==> src/rtl/input_pkg.sv <==
// Shared constants and helpers for the board input-conditioning blocks
// (key debouncer, sample tick generator).
package input_pkg;

  localparam int KEY_WIDTH      = 18;
  localparam int DEB_TICK_DIV   = 65536;
  localparam int DEB_STABLE_CNT = 4;

  // Ceiling log2; clog2(1) = 0.
  function automatic int clog2(input int value);
    int r;
    r = 0;
    while ((64'd1 << r) < 64'(value)) r++;
    return r;
  endfunction

endpackage

==> src/rtl/sample_tick_gen.sv <==
// Free-running divider: a one-cycle tick every DIV clk cycles, first tick on
// cycle DIV-1 after reset release. DIV = 1 gives a tick every cycle.
module sample_tick_gen
  import input_pkg::*;
#(
  parameter int DIV = DEB_TICK_DIV
) (
  input  logic clk,
  input  logic rst,
  output logic tick
);

  localparam int CW = (clog2(DIV) < 1) ? 1 : clog2(DIV);
  localparam logic [CW-1:0] LAST = CW'(DIV - 1);

  logic [CW-1:0] cnt_q, cnt_d;

  always_comb begin
    tick  = (cnt_q == LAST);
    cnt_d = tick ? '0 : cnt_q + CW'(1);
  end

  always_ff @(posedge clk or negedge rst) begin
    if (!rst) cnt_q <= '0;
    else      cnt_q <= cnt_d;
  end

endmodule

==> src/rtl/key_debouncer.sv <==
// Multi-channel key/switch debouncer: 2-flop sync, shared sample tick, and a
// per-channel stability counter producing clean levels and press/release pulses.
module key_debouncer
  import input_pkg::*;
#(
  parameter int WIDTH      = KEY_WIDTH,
  parameter int TICK_DIV   = DEB_TICK_DIV,
  parameter int STABLE_CNT = DEB_STABLE_CNT,
  parameter int ACTIVE_LOW = 0
) (
  input  logic             clk,
  input  logic             rst,
  input  logic [WIDTH-1:0] key_in,
  output logic [WIDTH-1:0] key_level,
  output logic [WIDTH-1:0] key_press,
  output logic [WIDTH-1:0] key_release,
  output logic             any_press
);

  localparam int CW = (clog2(STABLE_CNT + 1) < 1) ? 1 : clog2(STABLE_CNT + 1);
  localparam logic [WIDTH-1:0] INACTIVE = (ACTIVE_LOW != 0) ? '1 : '0;

  logic             tick;
  logic [WIDTH-1:0] sync1_q, sync1_d;
  logic [WIDTH-1:0] sync2_q, sync2_d;
  logic [WIDTH-1:0] norm;
  logic [WIDTH-1:0] press_vec_d;
  logic             any_press_q, any_press_d;

  sample_tick_gen #(
    .DIV (TICK_DIV)
  ) u_tick (
    .clk  (clk),
    .rst  (rst),
    .tick (tick)
  );

  // Synchroniser resets to the idle physical level so release never looks like a press.
  always_comb begin
    sync1_d     = key_in;
    sync2_d     = sync1_q;
    any_press_d = |press_vec_d;
  end

  always_ff @(posedge clk or negedge rst) begin
    if (!rst) begin
      sync1_q     <= INACTIVE;
      sync2_q     <= INACTIVE;
      any_press_q <= 1'b0;
    end else begin
      sync1_q     <= sync1_d;
      sync2_q     <= sync2_d;
      any_press_q <= any_press_d;
    end
  end

  assign norm      = sync2_q ^ INACTIVE;
  assign any_press = any_press_q;

  for (genvar i = 0; i < WIDTH; i++) begin : g_ch
    logic [CW-1:0] cnt_q, cnt_d;
    logic          level_q, level_d;
    logic          press_q, press_d;
    logic          release_q, release_d;

    // Any tick agreeing with the current level restarts the stability count.
    always_comb begin
      level_d   = level_q;
      cnt_d     = cnt_q;
      press_d   = 1'b0;
      release_d = 1'b0;
      if (tick) begin
        if (norm[i] == level_q) begin
          cnt_d = '0;
        end else if (int'(cnt_q) + 1 == STABLE_CNT) begin
          level_d   = norm[i];
          cnt_d     = '0;
          press_d   = norm[i];
          release_d = ~norm[i];
        end else begin
          cnt_d = cnt_q + CW'(1);
        end
      end
    end

    always_ff @(posedge clk or negedge rst) begin
      if (!rst) begin
        cnt_q     <= '0;
        level_q   <= 1'b0;
        press_q   <= 1'b0;
        release_q <= 1'b0;
      end else begin
        cnt_q     <= cnt_d;
        level_q   <= level_d;
        press_q   <= press_d;
        release_q <= release_d;
      end
    end

    assign press_vec_d[i] = press_d;
    assign key_level[i]   = level_q;
    assign key_press[i]   = press_q;
    assign key_release[i] = release_q;
  end

endmodule
==> config.mk <==
export PLATFORM = sky130hd
export DESIGN_NAME = key_debouncer
export DESIGN_NICKNAME = d
export VERILOG_FILES = /design/src/rtl/input_pkg.sv /design/src/rtl/sample_tick_gen.sv /design/src/rtl/key_debouncer.sv
export SDC_FILE = /design/constraint.sdc
export NUM_CORES = 1
export LEC_CHECK = 0
export CELL_PAD_IN_SITES_DETAIL_PLACEMENT = 0
export CELL_PAD_IN_SITES_GLOBAL_PLACEMENT = 2
export CORE_MARGIN = 2
export CORE_UTILIZATION = 30
export DETAILED_ROUTE_END_ITERATION = 16
export DONT_BUFFER_PORTS = 1
export PLACE_DENSITY_LB_ADDON = 0.1
export SYNTH_ARGS = -nofsm -noshare
export SYNTH_HDL_FRONTEND = slang
export SYNTH_SLANG_ARGS = --single-unit
==> constraint.sdc <==
create_clock -name clk -period 6 [get_ports clk]
set_clock_uncertainty 0.05 [all_clocks]
set_input_delay 1.5 -clock clk [delete_from_list [all_inputs] [get_ports clk]]
set_output_delay 1.5 -clock clk [all_outputs]
set_load 0.1 [all_outputs]
==> results of run 1 <==
==> routing by layer <==
layer	vias up	part of all wire
met5	-	0
met4	0	0.015
met3	11	0.044
met2	71	0.47
met1	2324	0.47
li1	2277	-
==> state kept, by name, summed over array words and instances (netlist names) <==
register        count
any_press           1
sync1_q            18
g_ch.cnt_q         54
u_tick.cnt_q       16
g_ch.release_q     18
norm               18
g_ch.press_q       18
g_ch.level_q       18
==> how the worst max path moves through the flow <==
stage	from	end	slack [ps]
after floorplan	any_press	any_press	3570
after global placement	u_tick.cnt_q[0]	any_press	3240
after detailed placement	u_tick.cnt_q[0]	any_press	3080
after CTS	g_ch[1].level_q	key_level[1]	2970
after global routing	u_tick.cnt_q[0]	any_press	2890
final	g_ch[1].level_q	key_level[1]	2990
==> report_power, final <==
part / switching, W / internal (W)
clock: 0.000470 / 0.000593
sequential: 0.00000901 / 0.00110
combinational: 0.00000844 / 0.00000689
total: 0.000487 / 0.00170
==> cells in the final DEF (no fill, tap or decap), types with 3 or more instances in the layout <==
master      count
a2111oi_0      12
a211oi_1        6
a21o_1         24
a21oi_1        13
a32oi_1         5
and2_1         11
and3_1          4
buf_4           3
clkbuf_16      17
clkinv_4        3
clkinvlp_4      3
dfrtp_1       161
ha_1           37
inv_1          19
inv_6           4
mux2_2         16
nand2_1        72
nand2b_1       20
nand3_1        12
nand3b_1       10
nand4_1         5
nor2_1         11
nor2b_1        27
nor3_1          9
nor3b_1        24
nor4b_1        13
o21ai_0        33
o31ai_1        19
o41ai_1         8
or2_2           3
xnor2_1        22
xor2_1          7
==> cell type report <==
type                    instances  area share
flip-flops and latches        161      0.4915
multi-input cells             438      0.3769
clock buffers                  20     0.05450
well taps                     330     0.05037
clock inverters                12     0.01526
inverters                      19    0.008701
repair buffers                  3    0.002748
==> kinds of logic after synthesis <==
kind of cell / Yosys count
AOI/OAI and AO/OA: 123
xor gates and xnor gates: 29
adders and majority gates: 37
buffers and inverters: 88
DFF: 161
muxes: 17
and+or+nand+nor: 232
==> through the flow <==
step | hold WS, ps | utilization
floorplan | 281.2 | -
global placement | 281.7 | 0.3037
detailed placement | 284.7 | 0.3037
CTS | 300.5 | 0.3264
global route | 310.0 | 0.3264
finish | 297.0 | 0.3264
==> impl_metrics.yaml, run 1 <==
finish:
  drive_above_1_share: 0.08882
  final_nets: 697
  area_growth_pct: 7.060
  fin_cells: 983
  nFillCells: 2562
  fin_area_um2: 8197
  regArea_um2: 4029
  multi_input_area_um2: 3089
  antenna_cells: 0
logic_synthesis:
  yosys-top-cells-area: "dfrtp_1 53%, ha_1 6.0%, buf_4 5.3%, nand2_1 3.5%, xnor2_1 2.5%"
  yosysMostFrequentCell: "dfrtp_1"
  synth_area_leader_cell: "dfrtp_1"
  synthSimpleGateAreaFrac: 0.1731
  synth_area_um2: 7656
  synth_common_cells: "161 x dfrtp_1, 72 x nand2_1, 54 x buf_4, 37 x ha_1, 33 x o21ai_0"
  synth_compound_area_frac: 0.1101
  synth_ff_type: "dfrtp_1"
  synth_top_cell_area_share: 0.5262
  ys_warn_count: 0
  syn_inst: 687
  synth-seq-area-share: 0.5262
  muxShareOfSynthArea: 0.02549
  synth-edff-count: 0
  synthArstFlopShare: 1.000
  synth_xor_area_frac: 0.03318
  synthAdderAreaFrac: 0.06047
  syn_avg_cell_area_um2: 11.14
  synth.distinct_cells: 44
  syn_nets: 744
  synth_top_family_by_area: "simple AND/OR/NAND/NOR gates"
  ys_ff_latch: 161
clock_tree:
  clock_sinks: 161
  clkSlewWorstSetupHoldPaths_ps: 60
  postCtsSetupBuffers: 0
  cts_buffers: 17
  clockBufferDepth: 2
  ctsResizeCount: 0
  hold_buffers: 0
  htreeDepth: 4
  cts_root_buf: "clkbuf_16"
  cts_tree: "done"
  clk_latency_ps: 430
die:
  start_util: 0.3049
  die_h_um: 163.8
  design.die.area_um2: 26810
  coreArea_um2: 25110
  io-pin-count: 75
  die_x_um: 163.8
  rows: 58
global_route:
  grt_max_degree: 162
  antenna_found_initial: 0
  use_met3: 0.03384
  use_met1: 0.1463
  grt_overflow_total: 0
  grt_pass1_wl_um: 24200
  groute.usage.overall: 0.1164
  grt_pass1_vias: 4764
  grt_use_met2: 0.1896
  grt_busiest_layer: "met2"
pwr:
  leakage_nw: 3.901
  vdd_drop_max_uv: 170.9
  powerDensity_nw_per_um2: 266.5
  power_w: 0.002184
worst_setup_path:
  critical_path_depth: 0
  crit_arrival_ps: 1460
  r2r_slack_ps: 3160
  reg2reg_depth: 7
  crit_fanout: 5
  crit_path_start_kind: "flip-flop"
  endpoint_kind: "output port"
  reg2reg_from: "u_tick.cnt_q[0]"
  required_ps: 4450
  timing.rr.end: "any_press"
  critPathKind: "reg -> out"
place:
  port_buffers: 0
  dpl.hpwl_um: 9288
  gp_congestion: 0.6905
  dp_cells: 951
  dpl-instance-area_um2: 7625
  dp_slack_ps: 3085
job:
  drv_cap: 0
timing:
  drv_slew: 0
  setup_viol: 0
  finalSetupTns_ps: 0
  hold_viol_final: 0
  fmax_mhz: 332.7
  relSlewSlack: 0.3047
  fin_ws_ps: 2995
  rsz0062_at_grt: "false"
  period_share: 0.5009
  fin_crit_ps: 3005
  worstMarginPinSlew_ps: 1043
routing:
  via_per_inst: 4.764
  routedWlPerCell_um: 14.80
  drtAntennaViolNets: 0
  dr.first_iter.drc_count: 187
  num_vias: 4683
  first_pass_iters: 4
  drc: 0
  drt_wl_total_um: 14550
hold_path:
  hp-class: "reg -> reg"
  min_from: "sync1_q[5]"
  min_path_cells: 0
  whs_endpoint: "norm[5]"
run_status:
  status: "complete, no violations"
Power figures use the tool's default switching activity.
==> run 2, diff against run 1 <==
==> constraint.sdc (replaced) <==
create_clock -name clk -period 2.8 [get_ports clk]
set_clock_uncertainty 0.05 [all_clocks]
set_input_delay 0.7 -clock clk [delete_from_list [all_inputs] [get_ports clk]]
set_output_delay 0.7 -clock clk [all_outputs]
set_load 0.1 [all_outputs]
==> impl_metrics.yaml, run 2 (same netlist as run 1, synthesis figures left out) <==
timing:
  fin_crit_ps: 2420
  setup_viol: 0
  fin_hold_ws_ps: -83.59
  rsz0062_at_grt: "false"
  fmax_mhz: 413.2
  hold_viol_final: 161
  fin_ws_ps: 380.1
  worstMarginPinSlew_ps: 918.6
  period_share: 0.8643
  finalSetupTns_ps: 0
  drv_slew: 0
  relSlewSlack: 0.3880
place:
  port_buffers: 0
  dp_slack_ps: 346.1
  dpl.hpwl_um: 9496
  gp_congestion: 0.6778
  dpl-instance-area_um2: 7825
routing:
  via_per_inst: 4.721
  num_vias: 4759
  drtAntennaViolNets: 0
  first_pass_iters: 5
  drt_wl_total_um: 14730
  routedWlPerCell_um: 14.61
  drc: 0
  dr.first_iter.drc_count: 212
pwr:
  leakage_nw: 4.093
  vdd_drop_max_uv: 265.7
  powerDensity_nw_per_um2: 598.1
finish:
  final_util: 0.3386
  top_register: "g_ch.cnt_q"
  fin_area_um2: 8502
  largest_reg_flops: 54
  antenna_cells: 0
  drive_above_1_share: 0.1224
  area_growth_pct: 11.05
  final_nets: 722
  final_cell_mix: "161 x dfrtp_1, 72 x nand2_1, 37 x ha_1"
  final_common_cell: "dfrtp_1"
job:
  drv_cap: 0
global_route:
  grt_overflow_total: 0
  groute.usage.overall: 0.1168
  antenna_found_initial: 1
  grt_max_degree: 162
  grt_pass1_wl_um: 24500
  grt_pass1_vias: 4833
die:
  start_util: 0.3049
  die_x_um: 163.8
  rows: 58
  die_h_um: 163.8
  coreArea_um2: 25110
  io-pin-count: 75
  design.die.area_um2: 26810
worst_setup_path:
  startpoint: "u_tick.cnt_q[0]"
  critPathKind: "reg -> reg"
  reg2reg_from: "u_tick.cnt_q[0]"
  endpoint_kind: "flip-flop"
  crit_arrival_ps: 2720
  required_ps: 3100
  crit_fanout: 33
  crit_path_start_kind: "flip-flop"
clock_tree:
  clockBufferDepth: 2
  cts_tree: "done"
  ctsResizeCount: 0
  cts_buffers: 17
  htreeDepth: 4
  postCtsSetupBuffers: 0
  clkSlewWorstSetupHoldPaths_ps: 70
  cts_root_buf: "clkbuf_16"
  clock_sinks: 161
  clk_latency_ps: 420
hold_path:
  hp-class: "in -> async"
run_status:
  status: "finished, violations left"
  violations: "negative hold slack"
run 2: changes by cell type in the layout (fill, tap and decap cells not counted):
| cell | change |
|---|---|
| bufinv_16 | +5 |
| inv_8 | -1 |
| buf_12 | +1 |
| clkinvlp_4 | -1 |
| inv_6 | -3 |
| buf_4 | +24 |
run 2: per-layer routing:
metal,GRT usage,vias up,part of all wire
li1,-,2325,-
met5,0,-,0
met2,0.1883,80,0.45
met1,0.1495,2340,0.49
met3,0.03283,14,0.047
met4,0.04346,0,0.013
run 2: power by group:
group / internal (W) / switching, W / total [W]
logic: 0.0000148 / 0.0000181 / 0.0000329
registers: 0.00235 / 0.0000198 / 0.00237
clock network: 0.00171 / 0.000975 / 0.00268
total: 0.00407 / 0.00101 / 0.00509
run 2: layout make-up:
cell class | instances | area, um2
clock buffer | 20 | 446.7
multi-input combinational | 438 | 3089
inverter | 19 | 71.32
sequential | 161 | 4029
clock inverter | 12 | 230.2
tap | 330 | 412.9
fill | 2565 | 16610
timing repair buffer | 28 | 222.7
run 2: stage by stage:
| stage | std cells | power, W |
|---|---|---|
| 6_report | 1008 | 0.005085 |
| 5_1_grt | 1008 | 0.005302 |
| 4_1_cts | 1008 | 0.005193 |
| 3_5_place_dp | 976 | 0.002449 |
| 3_3_place_gp | 976 | 0.002448 |
| 2_1_floorplan | 687 | 0.002436 |
run 2: path summary, 6_finish.rpt:
kind	to	cells past startpoint	slack (ps)
worst max-delay path	g_ch[1].cnt_q[0]	6	380
worst min-delay path	g_ch[4].press_q	0	-80
worst max register to register	g_ch[1].cnt_q[0]	6	380
worst min register to register	norm[9]	0	300
max in group asynchronous	g_ch[8].release_q	0	2470
min in group clk	sync1_q[7]	0	250
run 2: worst max-delay path, cell delays in order, from the launching register on:
cell and delay, ps:
dfrtp_1 380, ha_1 220, nand4_1 180, or4_4 670, buf_4 310, a2111oi_0 420
a21o_1 120
==> run 3, diff against run 2 <==
--- a/config.mk
+++ b/config.mk
@@ -12,6 +12,7 @@
 export DETAILED_ROUTE_END_ITERATION = 16
 export DONT_BUFFER_PORTS = 1
 export PLACE_DENSITY_LB_ADDON = 0.1
+export RECOVER_POWER = 50
 export SYNTH_ARGS = -nofsm -noshare
 export SYNTH_HDL_FRONTEND = slang
 export SYNTH_SLANG_ARGS = --single-unit
==> results of run 3 <==
No change in the layout: final DEF, timing and power equal those of run 2.
